--- config.mk ---
export PLATFORM = sky130hd
export DESIGN_NAME = mem_stage
export DESIGN_NICKNAME = d
export VERILOG_FILES = /design/src/rtl/mem_stage.sv
export SDC_FILE = /design/constraint.sdc
export NUM_CORES = 1
export LEC_CHECK = 0
export BUFFER_PORTS_ARGS = -buffer_cell sky130_fd_sc_hd__buf_2
export CAP_MARGIN = 10
export CORE_AREA = 2 2 114 143
export CTS_CLUSTER_SIZE = 14
export DETAILED_ROUTE_END_ITERATION = 8
export DIE_AREA = 0 0 116 145
export PLACE_DENSITY = 0.86
export SYNTH_ARGS = -nofsm -noshare
export SYNTH_HDL_FRONTEND = slang
export SYNTH_SLANG_ARGS = --single-unit
export TNS_END_PERCENT = 20
--- constraint.sdc ---
create_clock -name clk -period 4 [get_ports clk]
set_input_delay 0 -clock clk [delete_from_list [all_inputs] [get_ports clk]]
set_output_delay 0 -clock clk [all_outputs]
set_load 0.01 [all_outputs]
--- src/rtl/mem_stage.sv ---
// mem_stage: load/store unit between ex_stage and writeback.
// Accepts one LOAD/STORE at a time, drives a req/gnt/rvalid data-memory bus
// with byte-lane alignment, and returns extended load data to writeback.
// Misaligned or illegal-funct3 accesses raise a one-cycle lsu_err instead.
module mem_stage #(
    parameter int XLEN = 32
) (
    input  logic            clk,
    input  logic            rst,
    input  logic            ex_valid,
    output logic            ex_ready,
    input  logic [6:0]      ex_opcode,
    input  logic [2:0]      ex_funct3,
    input  logic [XLEN-1:0] ex_addr,
    input  logic [XLEN-1:0] ex_wdata,
    input  logic [4:0]      ex_rd,
    output logic            dmem_req,
    output logic            dmem_we,
    output logic [XLEN-1:0] dmem_addr,
    output logic [3:0]      dmem_be,
    output logic [31:0]     dmem_wdata,
    input  logic            dmem_gnt,
    input  logic            dmem_rvalid,
    input  logic [31:0]     dmem_rdata,
    output logic            wb_valid,
    output logic [4:0]      wb_rd,
    output logic [XLEN-1:0] wb_data,
    output logic            lsu_err,
    output logic [XLEN-1:0] lsu_err_addr
);

    localparam logic [6:0] OP_LOAD  = 7'b0000011;
    localparam logic [6:0] OP_STORE = 7'b0100011;

    typedef enum logic [1:0] {
        IDLE,
        REQ,
        WAIT
    } state_t;

    state_t state;
    state_t next_state;

    logic        is_load;
    logic        is_store;
    logic        illegal;
    logic        misaligned;
    logic        acc_err;
    logic        accept;
    logic [3:0]  be_next;
    logic [31:0] wdata_next;

    logic [2:0]  ld_funct3_q;
    logic [1:0]  ld_off_q;
    logic [4:0]  rd_q;
    logic [7:0]  load_byte;
    logic [15:0] load_half;
    logic [31:0] load_ext;

    // The execute stage may only hand over an instruction while we are idle.
    assign ex_ready = (state == IDLE) && !rst;

    // Decode the incoming instruction: kind, legality, alignment and store lanes.
    always_comb begin
        is_load    = (ex_opcode == OP_LOAD);
        is_store   = (ex_opcode == OP_STORE);
        illegal    = 1'b0;
        misaligned = 1'b0;
        be_next    = 4'b1111;
        wdata_next = 32'h0;

        if (is_load) begin
            illegal = (ex_funct3 == 3'b011) || (ex_funct3[2:1] == 2'b11);
        end else begin
            illegal = (ex_funct3 >= 3'b011);
        end

        case (ex_funct3[1:0])
            2'b01:   misaligned = ex_addr[0];
            2'b10:   misaligned = (ex_addr[1:0] != 2'b00);
            default: misaligned = 1'b0;
        endcase

        if (is_store) begin
            case (ex_funct3)
                3'b000: begin
                    be_next    = 4'b0001 << ex_addr[1:0];
                    wdata_next = {4{ex_wdata[7:0]}};
                end
                3'b001: begin
                    be_next    = ex_addr[1] ? 4'b1100 : 4'b0011;
                    wdata_next = {2{ex_wdata[15:0]}};
                end
                default: begin
                    be_next    = 4'b1111;
                    wdata_next = ex_wdata[31:0];
                end
            endcase
        end

        acc_err = illegal || misaligned;
        accept  = (state == IDLE) && ex_valid && (is_load || is_store);
    end

    // Pick the addressed byte/half out of the returned word and extend it.
    always_comb begin
        load_byte = 8'(dmem_rdata >> {ld_off_q, 3'b000});
        load_half = 16'(dmem_rdata >> {ld_off_q[1], 4'b0000});
        case (ld_funct3_q)
            3'b000:  load_ext = {{24{load_byte[7]}}, load_byte};
            3'b100:  load_ext = {24'h0, load_byte};
            3'b001:  load_ext = {{16{load_half[15]}}, load_half};
            3'b101:  load_ext = {16'h0, load_half};
            default: load_ext = dmem_rdata;
        endcase
    end

    // State register; reset abandons any access in flight.
    always_ff @(posedge clk or posedge rst) begin
        if (rst) begin
            state <= IDLE;
        end else begin
            state <= next_state;
        end
    end

    // Next state: stores finish at grant, loads wait for read data.
    always_comb begin
        next_state = state;
        case (state)
            IDLE: begin
                if (accept && !acc_err) begin
                    next_state = REQ;
                end
            end
            REQ: begin
                if (dmem_gnt) begin
                    next_state = dmem_we ? IDLE : WAIT;
                end
            end
            WAIT: begin
                if (dmem_rvalid) begin
                    next_state = IDLE;
                end
            end
            default: next_state = IDLE;
        endcase
    end

    // Registered bus request, writeback and error outputs.
    always_ff @(posedge clk or posedge rst) begin
        if (rst) begin
            dmem_req     <= 1'b0;
            dmem_we      <= 1'b0;
            dmem_addr    <= '0;
            dmem_be      <= 4'b0000;
            dmem_wdata   <= 32'h0;
            wb_valid     <= 1'b0;
            wb_rd        <= 5'd0;
            wb_data      <= '0;
            lsu_err      <= 1'b0;
            lsu_err_addr <= '0;
            ld_funct3_q  <= 3'b000;
            ld_off_q     <= 2'b00;
            rd_q         <= 5'd0;
        end else begin
            wb_valid <= 1'b0;
            lsu_err  <= 1'b0;

            if (accept) begin
                if (acc_err) begin
                    lsu_err      <= 1'b1;
                    lsu_err_addr <= ex_addr;
                end else begin
                    dmem_req    <= 1'b1;
                    dmem_we     <= is_store;
                    dmem_addr   <= {ex_addr[XLEN-1:2], 2'b00};
                    dmem_be     <= be_next;
                    dmem_wdata  <= wdata_next;
                    ld_funct3_q <= ex_funct3;
                    ld_off_q    <= ex_addr[1:0];
                    rd_q        <= ex_rd;
                end
            end

            if ((state == REQ) && dmem_gnt) begin
                dmem_req <= 1'b0;
            end

            if ((state == WAIT) && dmem_rvalid) begin
                wb_valid <= 1'b1;
                wb_rd    <= rd_q;
                wb_data  <= load_ext;
            end
        end
    end

endmodule
==> reports/summary.txt <==
Post-CTS Setup Bufs = 0
Clock Skew = 0.00813 ns
WL final = 20.8 mm
Power Density = 427 nW/um^2
clk sinks = 151
VDD IR-drop max = 0.301 mV
Yosys top cell by area = dfrtp_1
FMAX = 388 MHz
count of warnings emitted by yosys = 0
Comb pwr share = 0.173
proportion of layout cells with a drive suffix above 1 = 0.432
clk slew on worst S/H paths = 0.06 ns
# setup viols final = 0
Lkg Pwr = 5.24 nW
routed vias = 5966
uppermost layer routed = met4
number of synthesized flops with an enable pin = 0
latest clock arrival within the worst-skew pair = 0.43 ns
Layout area overhead = 43.4%
Avg Synthesized Cell Area = 11.5 um^2
CTS max path bufs = 2
Non-Filler Instances = 1164
Worst Hold Class = in2reg
Clk pwr share = 0.403
Die Height = 145 um
sequential share of power = 0.424
Detailed Place HPWL = 12.9 mm
met1 wire length = 7.91 mm
WS Path Type = reg2reg
Post-synth top flop = dfrtp_1
setup TNS = 0 ns
Pre-antenna DRT Iters = 5
# H-tree levels = 4
endpoints failing hold = 0
met2 WL post-DR = 11.3 mm
DIE WIDTH = 116 um
1st-iter DRT viols = 382
register area share after synthesis = 0.552
global-route wire length before repair = 32.7 mm
Rel. slew slack = 0.243
Sw Ratio = 0.272
RSZ-0062 raised after global routing = no
Placeable Area = 15400 um^2
ANT nets after route = 0
asr flop ratio synth = 1.00
post_cts resized = 0
CTS tree = yes
CTS buffer count = 17
WP data required = 4.24 ns
fin crit period = 2.58 ns
Synth top area share = 0.552
critical path endpoint category = flip-flop
Tcrit/Tclk final = 0.644
status = finished clean
GPL Wtd Cong = 0.912
average wire per standard cell = 17.9 um
Tightest Pin Transition = 1.13 ns
nets@finish = 1058
IO Pins = 258
initial antenna violation count = 2
Min Hold Slack = 0.0249 ns
CP startpoint kind = flip-flop
Hold Buf Count CTS = 98
Max Cap Viol = 0
vias in the first global route = 6429
Syn Inst Count = 595
GRT Total Usage = 0.251
setup ws final = 1.42 ns
Switch Pwr = 1.14 mW
pre-CTS setup slack = 1.41 ns
Cell Rows = 51
Via density = 5.13
pin count of the biggest net entering global routing = 86
Final Max Tran Viols = 0
Internal Power = 3.06 mW
Clk Tree Root Cell = clkbuf_16
Yosys cell types = 38
DIE AREA = 16800 um^2
Initial Util = 0.443
drt drc = 0
critical-path maximum fanout = 21
WL met3 = 1.06 mm
placed insts = 1033
IO Port Bufs = 255
Remaining Overflow, GRT = 0
Synth area leaders = dfrtp_1, mux2_2, nand2_1
Seq cells post-synth = 151
Mapped Area = 6850 um^2
CP arrival = 2.82 ns
## power groups by stage
| stage | sequential [mW] | clock [mW] | combinational [mW] |
|---|---|---|---|
| finish | 1.78 | 1.69 | 0.727 |
| global route | 1.80 | 1.78 | 0.793 |
| CTS | 1.78 | 1.71 | 0.719 |
| detailed placement | 1.80 | 0 | 0.638 |
| global placement | 1.80 | 0 | 0.620 |
| floorplan | 1.86 | 0 | 0.267 |
## area by class of cell
| type | instances | area [um^2] |
|---|---|---|
| Fill cell | 1174 | 5620 |
| Sequential cell | 151 | 3780 |
| Multi-Input combinational cell | 391 | 2760 |
| Timing Repair Buffer | 361 | 2330 |
| Clock buffer | 19 | 453 |
| Tap cell | 212 | 265 |
| Clock inverter | 12 | 165 |
| Inverter | 16 | 63.8 |
| Antenna cell | 2 | 5.00 |
## placed cells by master (no fill, tap or decap), types with 3 or more instances in the layout
cell,n
a21boi_0,8
a21o_1,6
a21oi_1,24
a22o_1,8
buf_2,255
buf_4,7
bufinv_16,3
clkbuf_16,17
clkinvlp_4,3
dfrtp_1,151
dlygate4sd3_1,98
ha_1,4
inv_1,14
inv_6,3
mux2_2,107
mux2i_1,12
nand2_1,75
nand2b_1,4
nand3_1,42
nand3b_1,10
nor2_1,44
nor2b_1,3
o211ai_1,4
o21ai_0,20
o21bai_1,3
## flip-flops by register name (all words and copies together), names as in the netlist, 2 cells and up
signal,flops
dmem_be,4
ld_funct3_q,3
wb_rd,5
rd_q,5
dmem_wdata,32
dmem_addr,30
state,2
lsu_err_addr,32
ld_off_q,2
wb_data,32
## routing by layer
layer / global-route usage / up-vias
met5: 0 / -
met4: 0.107 / 0
met3: 0.0581 / 47
met2: 0.451 / 253
met1: 0.279 / 2929
li1: - / 2737
## path summary, 6_finish.rpt
path                            cells past startpoint                     from  slack [ns]                            to
worst max-delay path                                3  ld_off_q[1]$_DFFE_PP0P_        1.42       wb_data[23]$_DFFE_PP0P_
worst min-delay path                                4             ex_wdata[18]        0.02    dmem_wdata[18]$_DFFE_PP0P_
worst max register to register                      3  ld_off_q[1]$_DFFE_PP0P_        1.42       wb_data[23]$_DFFE_PP0P_
worst min register to register                      2      rd_q[1]$_DFFE_PP0P_        0.46          wb_rd[1]$_DFFE_PP0P_
max in group asynchronous                           4                      rst        2.92    ld_funct3_q[2]$_DFFE_PP0P_
min in group asynchronous                           4                      rst        0.29  lsu_err_addr[15]$_DFFE_PP0P_
## critical path: stages (launching register included)
cell	delay [ns]
dfrtp_1	0.85
mux2_2	0.45
o211ai_1	0.91
nand3_1	0.18
## cells by family after synthesis
logic type                 share of synthesized area
AOI/OAI and AO/OA                             0.0799
adders and majority gates                    0.00731
buffers and inverters                         0.0453
DFF                                            0.552
muxes                                          0.193
other                                       0.000548
and+or+nand+nor                                0.122
## metrics by stage
stage / cell area (um^2) / utilization / power (mW)
finish: 9820 / 0.636 / 4.20
global route: 9820 / 0.636 / 4.37
CTS: 9820 / 0.636 / 4.21
detailed placement: 8220 / 0.532 / 2.44
global placement: 8220 / 0.532 / 2.42
floorplan: 6860 / - / 2.13
## cell usage after synthesis, drive strengths merged (2+ instances only)
| master | number |
|---|---|
| dfrtp | 151 |
| mux2 | 107 |
| nand2 | 75 |
| nor2 | 44 |
| nand3 | 42 |
| a21oi | 24 |
| buf | 24 |
| o21ai | 20 |
| inv | 16 |
| clkbuf | 14 |
| mux2i | 12 |
| nand3b | 10 |
| a21boi | 8 |
| a22o | 8 |
| a21o | 6 |
| ha | 4 |
| nand2b | 4 |
| o211ai | 4 |
| o21bai | 4 |
| nor2b | 3 |
| nor3 | 3 |
| o21ba | 2 |
| o22a | 2 |
Power figures use the tool's default switching activity.
